`src/rtl/mem_pkg.sv`:
```
// Shared memory-access definitions: size encodings plus the alignment and
// byte-enable rules, common to the load and store paths.
package mem_pkg;

   typedef enum logic [1:0] {
      SZ_BYTE  = 2'b00,
      SZ_HALF  = 2'b01,
      SZ_WORD  = 2'b10,
      SZ_DWORD = 2'b11
   } memSize_e;

   localparam int ADDR_W = 32;

   // Misaligned for its size, or a dword on a bus that cannot carry one.
   function automatic logic addrErr(input logic [1:0] size, input logic [2:0] lowAddr,
                                    input logic dwordOk);
      case (memSize_e'(size))
         SZ_BYTE:  addrErr = 1'b0;
         SZ_HALF:  addrErr = lowAddr[0];
         SZ_WORD:  addrErr = |lowAddr[1:0];
         default:  addrErr = !dwordOk | (|lowAddr);
      endcase
   endfunction

   // Byte mask for an 8-byte bus; narrower buses take the low bits.
   function automatic logic [7:0] byteMask(input logic [1:0] size, input logic [2:0] off);
      logic [7:0] base;
      case (memSize_e'(size))
         SZ_BYTE:  base = 8'h01;
         SZ_HALF:  base = 8'h03;
         SZ_WORD:  base = 8'h0F;
         default:  base = 8'hFF;
      endcase
      byteMask = base << off;
   endfunction

endpackage

```
`src/rtl/store_align.sv`:
```
// Combinational store lane steering: byte enables, lane-positioned data and
// the misalignment flag for one store request.
module store_align
   import mem_pkg::*;
#(
   parameter int DATA_W = 32
) (
   input  logic [1:0]          size,
   input  logic [ADDR_W-1:0]   addr,
   input  logic [DATA_W-1:0]   wdata,
   output logic [DATA_W/8-1:0] be,
   output logic [DATA_W-1:0]   laneData,
   output logic                misaligned
);

   localparam int BYTES = DATA_W / 8;
   localparam int OFF_W = $clog2(BYTES);

   logic [OFF_W-1:0] off;
   logic [7:0]       mask8;
   logic [7:0]       sizeMask;
   logic [DATA_W-1:0] keep;

   assign off        = addr[OFF_W-1:0];
   assign mask8      = byteMask(size, 3'(off));
   assign be         = mask8[BYTES-1:0];
   assign misaligned = addrErr(size, addr[2:0], DATA_W == 64);

   // Bits above the access size are cleared before steering so unused lanes stay zero.
   always_comb begin
      keep     = '0;
      sizeMask = byteMask(size, 3'd0);
      for (int b = 0; b < BYTES; b++) keep[8*b +: 8] = {8{sizeMask[b]}};
      laneData = (wdata & keep) << {off, 3'b000};
   end

endmodule

```
`src/rtl/store_buffer.sv`:
```
// M-stage store buffer: FIFO of aligned stores draining to data memory, with
// a load-conflict compare against every buffered entry.
module store_buffer
   import mem_pkg::*;
#(
   parameter int DATA_W = 32,
   parameter int DEPTH  = 4
) (
   input  logic                clk,
   input  logic                rst,
   input  logic                st_valid,
   input  logic [1:0]          st_size,
   input  logic [ADDR_W-1:0]   st_addr,
   input  logic [DATA_W-1:0]   st_wdata,
   input  logic                st_flush,
   output logic                st_ades,
   output logic                st_ready,
   output logic                mem_req,
   output logic [ADDR_W-1:0]   mem_addr,
   output logic [DATA_W/8-1:0] mem_be,
   output logic [DATA_W-1:0]   mem_wdata,
   input  logic                mem_ack,
   input  logic [ADDR_W-1:0]   ld_addr,
   output logic                ld_hit,
   output logic                empty
);

   localparam int BYTES = DATA_W / 8;
   localparam int OFF_W = $clog2(BYTES);
   localparam int PTR_W = $clog2(DEPTH);

   logic [ADDR_W-1:0] addrQ [DEPTH];
   logic [BYTES-1:0]  beQ   [DEPTH];
   logic [DATA_W-1:0] dataQ [DEPTH];

   logic [PTR_W-1:0] wrPtr, rdPtr;
   logic [PTR_W:0]   count;
   logic             full, push, pop, misaligned;
   logic [BYTES-1:0]  alignBe;
   logic [DATA_W-1:0] alignData;
   logic [ADDR_W-1:0] alignAddr, ldAligned;

   store_align #(.DATA_W(DATA_W)) uAlign (
      .size       (st_size),
      .addr       (st_addr),
      .wdata      (st_wdata),
      .be         (alignBe),
      .laneData   (alignData),
      .misaligned (misaligned)
   );

   assign alignAddr = {st_addr[ADDR_W-1:OFF_W], {OFF_W{1'b0}}};
   assign ldAligned = {ld_addr[ADDR_W-1:OFF_W], {OFF_W{1'b0}}};

   assign st_ades  = st_valid & misaligned;
   assign full     = count == (PTR_W+1)'(DEPTH);
   assign empty    = count == '0;
   assign st_ready = !full;
   assign push     = st_valid & st_ready & !st_ades & !st_flush;
   assign pop      = !empty & mem_ack;

   assign mem_req   = !empty;
   assign mem_addr  = addrQ[rdPtr];
   assign mem_be    = beQ[rdPtr];
   assign mem_wdata = dataQ[rdPtr];

   always_ff @(posedge clk) begin
      if (rst) begin
         wrPtr <= '0;
         rdPtr <= '0;
         count <= '0;
      end else begin
         if (push) wrPtr <= wrPtr + 1'b1;
         if (pop)  rdPtr <= rdPtr + 1'b1;
         case ({push, pop})
            2'b10:   count <= count + 1'b1;
            2'b01:   count <= count - 1'b1;
            default: count <= count;
         endcase
      end
   end

   // Entry storage needs no reset; validity comes from the pointers and count.
   always_ff @(posedge clk) begin
      if (push) begin
         addrQ[wrPtr] <= alignAddr;
         beQ[wrPtr]   <= alignBe;
         dataQ[wrPtr] <= alignData;
      end
   end

   // An entry is live when its distance from the read pointer is below count.
   always_comb begin
      logic [PTR_W-1:0] rel;
      ld_hit = 1'b0;
      for (int i = 0; i < DEPTH; i++) begin
         rel = PTR_W'(i) - rdPtr;
         if (({1'b0, rel} < count) && (addrQ[i] == ldAligned)) ld_hit = 1'b1;
      end
   end

endmodule

```
`config.mk`:
```
export PLATFORM = sky130hd
export DESIGN_NAME = store_buffer
export DESIGN_NICKNAME = d
export VERILOG_FILES = /design/src/rtl/mem_pkg.sv /design/src/rtl/store_align.sv /design/src/rtl/store_buffer.sv
export SDC_FILE = /design/constraint.sdc
export NUM_CORES = 1
export LEC_CHECK = 0
export ABC_AREA = 1
export BUFFER_PORTS_ARGS = -buffer_cell sky130_fd_sc_hd__buf_2
export CAP_MARGIN = 15
export CORE_MARGIN = 2
export CORE_UTILIZATION = 35
export CTS_CLUSTER_DIAMETER = 200
export DETAILED_ROUTE_END_ITERATION = 10
export GPL_TIMING_DRIVEN = 1
export PLACE_DENSITY = 0.53
export SKIP_CTS_REPAIR_TIMING = 1
export SLEW_MARGIN = 15
export SYNTH_ARGS = -nofsm -noshare
export SYNTH_HDL_FRONTEND = slang
export SYNTH_HIERARCHICAL = 1
export SYNTH_SLANG_ARGS = --single-unit
```
`constraint.sdc`:
```
create_clock -name clk -period 4.67 [get_ports clk]
set_input_delay 0.2335 -clock clk [delete_from_list [all_inputs] [get_ports clk]]
set_output_delay 0.2335 -clock clk [all_outputs]
set_load 0.005 [all_outputs]
```
==> out/qor.txt, run 1 <==
setup slack, reg-to-reg: 2230 ps
synthesized area per cell: 9.754 um2
crit path capture type: output pin
Slowest-stage cell, CP: inv_4
Die Span Y: 197.5 um
crit share post-route: 66.90%
dpl hpwl: 24.26 mm
GRT Overall Usage: 18.23%
M2 GR Usage: 32.30%
synth unique cells: 33
Pre-antenna DRT Iters: 5
multi-input logic area: 4243 um2
antenna viol nets, final: 0
Slew Limit Headroom: 38.32%
first-pass GRT wire length: 54.00 mm
Worst-Skew Late Latency: 550 ps
Worst-Margin Slew: 925.2 ps
initial antenna violation count: 0
register area: 8113 um2
drt total wl: 35.95 mm
leading register cell type out of synthesis: edfxtp_1
Top Family by Delay on Critical Path: buffers and inverters
Boundary Pins: 176
number of DRC markers in iteration 0: 625
share of layout cells above drive strength 1: 17.47%
Sequential Power Share: 40.5%
Filler Cells Inserted: 3578
chip width: 197.5 um
CP Launch Type: flip-flop
vias per cell: 4.861
Core Rows: 70
placed cell area: 14380 um2
final setup fails: 0
Final TNS setup: 0 ps
Final Slew Violations: 0
reg2reg end: addrQ[0][13]$_DFFE_PP_
DR vias: 9848
fin crit period: 3124 ps
Initial Utilization: 35.70%
port bufs: 171
met3 GRT Util: 3.005%
vias in the first global route: 9437
CTS tree: yes
CP bufs+invs: 3
GRT met1 Usage: 23.37%
most common cell after layout, fill and taps aside: nand2_1
Final Cell Area: 15750 um2
RSZ-0062 raised after global routing: false
CP Data Arrival Time: 2890 ps
Hold Path Class: in -> reg
register area share after synthesis: 61.89%
gr busiest metal: met2
status: finished, final reports clean
CTS Buf Count: 31
asr flop ratio synth: 0%
Pint: 4894 uW
CTS max path bufs: 3
final hold violation count: 0
residual DRC count: 0
reg-to-reg critical path startpoint: count[0]$_SDFFE_PP0P_
switching share of total power: 30.09%
flops & latches, synth: 273
largest net degree at the start of global routing: 90
H-tree Lvls: 1
Layout area overhead: 20.19%
Pwr Density: 444.6 nW/um2
post-synthesis cell area: 13100 um2
Worst Hold End: count[2]$_SDFFE_PP0P_
CTS Root Cell: clkbuf_16
number of synthesized flops with an enable pin: 264
Total Die Area: 38990 um2
Cell Chain, Critical Path: inv_4 -> buf_4 -> o21ai_0 -> o22ai_1 -> buf_2
Clk pwr share: 35.6%
CTS sink count: 273
fmax: 320.1 MHz
Psw: 2106 uW
Max Clock Skew: 7.089 ps
area of the core: 36700 um2
fin nets: 1645
# Max-Cap Violations: 0
peak supply drop: 0.2401 mV
most frequent cells in the layout: nand2_1 (328), edfxtp_1 (264), nor2_1 (193)
total gr overflow: 0
Crit path required time: 4440 ps
R2R cell count: 5
synth warn: 6
Worst Min Path Start: rst
CP Class: reg -> out
cells after synthesis: 1343
crit path max fanout: 79
critical path's largest stage delay: 630 ps
clock slew at reported path FFs: 60 ps
Hold Path Cell Cnt: 4
Leak: 0.006386 uW
drt wl/cell: 17.74 um
Final Wtd Congestion: 0.8931
combinational power share: 24.0%
## final cells by class
class | instances | area share (%)
flip-flops and latches | 273 | 51.53
multi-input cells | 894 | 26.95
repair buffers | 214 | 8.296
clock buffers | 39 | 5.118
well taps | 468 | 3.719
inverters | 118 | 2.837
clock inverters | 19 | 1.542
diodes | 1 | 0.01589
## per-stage QoR
stage / total power [uW] / util, % / hold slack (ps) / cells / setup WS [ps]
detailed placement: 4571 / 39.20 / 454.3 / 1936 / 1756
global placement: 4552 / 39.20 / 449.8 / 1936 / 1752
global route: 7377 / 42.90 / 37.87 / 2025 / 1363
finish: 7000 / 42.90 / 33.24 / 2026 / 1546
floorplan: 3840 / - / 332.4 / 1344 / 428.1
CTS: 7070 / 42.05 / -130.2 / 1994 / 1540
## power by group through the flow
stage          logic [uW]  clock network (uW)  registers (uW)
5_1_grt              1890                2640            2840
4_1_cts              1690                2540            2830
6_report             1680                2490            2830
2_1_floorplan        1020                   0            2820
3_3_place_gp         1670                   0            2890
3_5_place_dp         1680                   0            2890
## per-layer routing
layer,up-vias,wire (um)
met5,-,0
met4,0,718
met3,44,2137
met2,274,17880
met1,4628,15220
li1,4902,-
## sequential cells by signal (all words and copies together) (netlist names), named ones only
name   count
addrQ    120
rdPtr      2
dataQ    128
beQ       16
wrPtr      2
count      3
## worst register-to-register path, cell delays in order (launching register included)
cell,delay (ps)
dfxtp_1,510
nor3_2,90
inv_1,100
nand3_2,270
nor2_4,510
buf_4,560
## kinds of logic after synthesis
family,share of synthesized area [%]
buffers and inverters,5.979
flip-flops,61.89
AND/OR/NAND/NOR,17.55
AO/OA/AOI/OAI,10.39
other,0.02863
adder cells (fa/ha/maj),1.012
XOR/XNOR,3.142
## how the worst max path moves through the flow
| stage | startpoint | end | cells past startpoint |
|---|---|---|---|
| finish | flip-flop | mem_wdata[20] | 5 |
| global route | flip-flop | mem_wdata[18] | 5 |
| CTS | flip-flop | mem_wdata[22] | 5 |
| detailed placement | st_addr[1] | addrQ[0][14]$_DFFE_PP_ | 7 |
| global placement | st_addr[1] | addrQ[0][14]$_DFFE_PP_ | 7 |
| floorplan | st_addr[0] | addrQ[0][0]$_DFFE_PP_ | 7 |
## synthesized netlist by cell type, types with 26 or more instances
cell type    n  share of area, %
inv_2       27              0.77
o21ai_0    116               4.4
clkbuf_1    26              0.74
o21ai_1     31               1.2
edfxtp_1   264                61
o22ai_1     54               2.6
xnor2_1     27               1.8
nor2_1     197               5.6
a21oi_1     53               2.0
inv_1       90               2.6
nand3_1     30               1.1
nand2_1    328               9.4
No activity file was read; power rests on OpenSTA's default activity.
==> inputs of run 2 (changes only) <==
==> constraint.sdc (replaced) <==
create_clock -name clk -period 3 [get_ports clk]
set_input_delay 0.15 -clock clk [delete_from_list [all_inputs] [get_ports clk]]
set_output_delay 0.15 -clock clk [all_outputs]
set_load 0.005 [all_outputs]
==> run 2 against run 1 <==
  * Via count shrank 0.29%
  * Clock power grew 65%
  * Routed wire length grew 1.5%
  * Core utilization grew 0.51 points
  * Critical path type unchanged
  * Critical endpoint is now ld_hit
  * Largest power group unchanged
==> out/qor.txt, run 2 (synthesis results as in run 1) <==
status: finished, final reports clean
CP Launch Type: flip-flop
crit path capture type: output pin
port bufs: 171
Worst Hold End: dataQ[3][16]$_DFFE_PP_
Pwr Density: 701.7 nW/um2
Crit path required time: 2850 ps
Worst path most repeated cell: nor2_1
first-pass GRT wire length: 54.07 mm
CTS sink count: 273
# Max-Cap Violations: 0
Max Clock Skew: 11.45 ps
Boundary Pins: 176
clock slew at reported path FFs: 60 ps
Die Span Y: 197.5 um
reg2reg end: count[2]$_SDFFE_PP0P_
GRT Overall Usage: 18.43%
Worst Min Path Start: st_wdata[0]
final hold violation count: 0
crit share post-route: 83.12%
vias in the first global route: 9386
initial antenna violation count: 1
Hold Path Class: in -> reg
total gr overflow: 0
area of the core: 36700 um2
CTS Root Cell: clkbuf_16
dpl hpwl: 24.36 mm
fin nets: 1653
largest net degree at the start of global routing: 120
chip width: 197.5 um
Core Rows: 70
Final Wtd Congestion: 0.8773
share of layout cells above drive strength 1: 18.35%
R2R cell count: 11
most frequent cells in the layout: nand2_1 (328), edfxtp_1 (264), nor2_1 (193)
Worst-Skew Late Latency: 550 ps
peak supply drop: 0.4605 mV
Cell Chain, Critical Path: inv_1 -> ha_1 -> a21oi_1 -> o21ai_0 -> nand3_1 -> nor2_1 -> nor2_1 -> nand2_1 -> buf_2
final setup fails: 0
ant diodes: 0
RSZ-0062 raised after global routing: false
Pre-antenna DRT Iters: 5
reg-to-reg critical path startpoint: count[0]$_SDFFE_PP0P_
utilization after layout: 43.42%
biggest regs: dataQ x128, addrQ x120, beQ x16
number of DRC markers in iteration 0: 686
crit path max fanout: 5
Top reg by flops: dataQ
drt wl/cell: 17.95 um
Top Family by Delay on Critical Path: flip-flops
most common cell after layout, fill and taps aside: nand2_1
Final Slew Violations: 0
residual DRC count: 0
Initial Utilization: 35.70%
CP bufs+invs: 2
Total Die Area: 38990 um2
fin crit period: 2494 ps
Layout area overhead: 21.63%
vias per cell: 4.832
CTS max path bufs: 3
CTS Buf Count: 30
setup slack, reg-to-reg: 920 ps
Hold Path Cell Cnt: 3
Slowest-stage cell, CP: dfxtp_1
drt total wl: 36.48 mm
CP Class: reg -> out
antenna viol nets, final: 0
CP Data Arrival Time: 2340 ps
Worst-Margin Slew: 702.2 ps
CTS tree: yes
WHS: 9.495 ps
H-tree Lvls: 1
Slew Limit Headroom: 53.19%
fmax: 401.0 MHz
DR vias: 9819
max reg flops: 128
Final TNS setup: 0 ps
Leak: 0.006490 uW
critical path's largest stage delay: 430 ps
-- run 2: changes by cell type in the layout (fill, tap and decap cells not counted), sizes merged --
cell / before / now
buf: 183 / 190
bufinv: 6 / 8
clkbuf: 39 / 40
clkinv: 11 / 6
diode: 1 / 0
dlygate4sd3: 31 / 33
-- run 2: per-layer routing --
metal	vias up	routed length [um]	track usage, %
li1	4912	-	-
met1	4598	15840	23.78
met2	255	17770	31.96
met3	52	1838	2.783
met5	-	13	0
met4	2	1015	5.653
-- run 2: layout make-up --
cell class,instances,area [um2]
repair buffers,223,1429
inverters,118,445.4
flip-flops and latches,273,8113
clock inverters,16,300.3
clock buffers,40,818.3
multi-input cells,894,4243
fillers,3532,20760
well taps,468,585.6
-- run 2: worst reg2reg max path: stages (launching register included) --
cell	delay, ps
dfxtp_1	510
nor3_4	90
inv_2	70
nand2_2	60
inv_1	140
ha_1	170
inv_1	70
fa_1	380
a21oi_1	140
o21ai_0	110
o21ai_0	160
a21oi_1	50
-- run 2: how the worst max path moves through the flow --
stage	startpoint	to	slack, ps	cells after the start
5_1_grt	count[1]$_SDFFE_PP0P_	ld_hit	310	9
4_1_cts	count[1]$_SDFFE_PP0P_	ld_hit	450	9
2_1_floorplan	st_addr[0]	addrQ[0][0]$_DFFE_PP_	-90	7
3_5_place_dp	st_size[1]	count[2]$_SDFFE_PP0P_	810	14
3_3_place_gp	st_size[1]	count[2]$_SDFFE_PP0P_	770	14
6_report	count[1]$_SDFFE_PP0P_	ld_hit	510	9
-- run 2: metrics by stage --
step	area, um2	instances	setup WS, ps	total power (uW)
global placement	14490	1943	767.3	7151
floorplan	13110	1344	-85.75	5977
finish	15930	2032	506.4	11180
CTS	15600	1999	445.2	11290
global route	15930	2032	311.0	11750
detailed placement	14490	1943	807.7	7162
-- run 2: report_power, final --
group	internal (uW)	switching (uW)	leakage, uW
Clock	2600	1500	0.000540
Sequential	4280	64.1	0.00248
Combinational	985	1750	0.00347
Total	7870	3310	0.00649
==> inputs of run 3 (changes only) <==
==> constraint.sdc (replaced) <==
create_clock -name clk -period 2.31 [get_ports clk]
set_input_delay 0.1155 -clock clk [delete_from_list [all_inputs] [get_ports clk]]
set_output_delay 0.1155 -clock clk [all_outputs]
set_load 0.005 [all_outputs]
==> run 3 against run 2 <==
  * The run now ends with negative hold slack left
  * Sequential share of layout area decreased by 0.22 points
  * Clock power up 17%
  * Cell count up 0.34%
  * Combinational power rose by 36%
  * First-iteration DRC count shrank 4.7%
  * Die area stayed put
  * Register-to-register slack got worse by 660 ps
  * Cell area up 0.57%
  * Hold slack got worse by 49 ps
  * Via count increased by 1.9%
  * Count of clock-buffer cells in the layout up 1
  * Setup slack got worse by 430 ps
==> out/qor.txt, run 3 (synthesis results as in run 1) <==
DR WL met2: 17.90 mm
Total Die Area: 38990 um2
Initial Utilization: 35.70%
CTS Buf Count: 30
Pwr Density: 885.8 nW/um2
H-tree Lvls: 1
GRT Overall Usage: 18.36%
total gr overflow: 0
largest net degree at the start of global routing: 84
crit path capture type: output pin
CP Launch Type: flip-flop
CP Data Arrival Time: 2120 ps
uppermost layer routed: met4
Setup WS pre-CTS: 252.1 ps
CTS Root Cell: clkbuf_16
status: finished with violations
Cell Count, Final, Fillers Out: 2039
reg2reg end: count[2]$_SDFFE_PP0P_
final hold violation count: 4
port bufs: 171
Boundary Pins: 176
# Max-Cap Violations: 0
Die Span Y: 197.5 um
drt wl/cell: 17.79 um
Final Wtd Congestion: 0.8462
Cells after DPL: 1946
Worst Hold End: dataQ[1][16]$_DFFE_PP_
WHS: -39.78 ps
fmax: 447.1 MHz
Psw: 4315 uW
area of the core: 36700 um2
switching share of total power: 30.40%
Crit path required time: 2190 ps
met1 wire length: 15.51 mm
peak supply drop: 0.5639 mV
max reg flops: 128
chip width: 197.5 um
Slowest-stage cell, CP: dfxtp_4
final setup fails: 0
number of DRC markers in iteration 0: 654
fin crit period: 2237 ps
Worst Min Path Start: st_wdata[0]
residual DRC count: 0
reg-to-reg critical path startpoint: count[0]$_SDFFE_PP0P_
Core Rows: 70
clock slew at reported path FFs: 60 ps
share of layout cells above drive strength 1: 18.98%
first-pass GRT wire length: 54.17 mm
CTS tree: yes
Layout area overhead: 22.33%
Max Clock Skew: 11.42 ps
CP bufs+invs: 2
vias in the first global route: 9392
biggest regs: dataQ x128, addrQ x120, beQ x16
Top Family by Delay on Critical Path: simple AND/OR/NAND/NOR gates
Worst path most repeated cell: nor2_1
vias per cell: 4.907
Worst-Skew Late Latency: 560 ps
Pre-antenna DRT Iters: 5
Final Power: 14200 uW
DR vias: 10005
critical path's largest stage delay: 360 ps
Clk pwr share: 34.0%
crit path max fanout: 4
PnR worst setup slack: 73.39 ps
Pint: 9880 uW
dpl hpwl: 24.91 mm
initial antenna violation count: 1
CTS max path bufs: 3
Sequential Power Share: 39.9%
drt total wl: 36.27 mm
CP Class: reg -> out
Met3 Routed Length: 2.149 mm
fin nets: 1660
setup slack, reg-to-reg: 260 ps
Final Slew Violations: 0
Cell Chain, Critical Path: xor2_2 -> inv_2 -> ha_4 -> a21oi_2 -> or2_1 -> nand3_1 -> nor2_1 -> nor2_1 -> nand2_1 -> buf_2
Hold Path Class: in -> reg
combinational power share: 26.2%
most frequent cells in the layout: nand2_1 (328), edfxtp_1 (264), nor2_1 (191)
Hold Path Cell Cnt: 3
CTS sink count: 273
Final TNS setup: 0 ps
most common cell after layout, fill and taps aside: nand2_1
Top reg by flops: dataQ
R2R cell count: 11
antenna viol nets, final: 0
failing checks: negative hold slack
crit share post-route: 96.82%
RSZ-0062 raised after global routing: true
Leak: 0.006505 uW
## run 3: changes by cell type in the layout (fill, tap and decap cells not counted), moves of 3 or more
cell,change
dfxtp_4,+3
dfxtp_1,-3
buf_12,+6
bufinv_16,-4
dlygate4sd3_1,+4
buf_4,-3
clkinv_1,+3
## run 3: cell type report
class	count	area [um2]
clock buffers	41	822.0
flip-flops and latches	273	8124
inverters	118	445.4
repair buffers	230	1567
diodes	1	2.502
fillers	3533	20670
clock inverters	14	177.7
well taps	468	585.6
multi-input cells	894	4302
## run 3: tightest hold or removal path, cell delays in order
cell and delay, ps:
buf_2 100, nand2_1 50, nand2_1 120
## run 3: worst max-delay path by stage
| stage | from | end | slack, ps | depth (start not counted) |
|---|---|---|---|---|
| final | rdPtr[0]$_SDFFE_PP0P_ | ld_hit | 70 | 10 |
| after detailed placement | st_size[1] | count[2]$_SDFFE_PP0P_ | 250 | 14 |
| after global routing | rdPtr[1]$_SDFFE_PP0P_ | ld_hit | -50 | 10 |
| after CTS | count[1]$_SDFFE_PP0P_ | ld_hit | -120 | 10 |
| after floorplan | st_size[1] | addrQ[0][0]$_DFFE_PP_ | 10 | 8 |
| after global placement | count[2]$_SDFFE_PP0P_ | count[2]$_SDFFE_PP0P_ | 290 | 11 |
## run 3: through the flow
stage | instance area [um2] | util (%)
floorplan | 13150 | -
global placement | 14590 | 39.76
detailed placement | 14590 | 39.76
CTS | 15590 | 42.49
global route | 16020 | 43.66
finish | 16030 | 43.67
## run 3: per-layer routing
| layer | GRT usage (%) | vias up |
|---|---|---|
| li1 | - | 4934 |
| met1 | 23.62 | 4743 |
| met3 | 3.432 | 47 |
| met2 | 31.73 | 281 |
| met4 | 4.929 | 0 |
| met5 | 0 | - |
## run 3: power groups by stage
stage / clock [uW] / sequential [uW] / combinational [uW]
after global placement: 0 / 5750 / 3610
after CTS: 4920 / 5640 / 3660
after detailed placement: 0 / 5750 / 3640
after global routing: 5110 / 5670 / 4150
final: 4820 / 5660 / 3710
after floorplan: 0 / 5710 / 2060
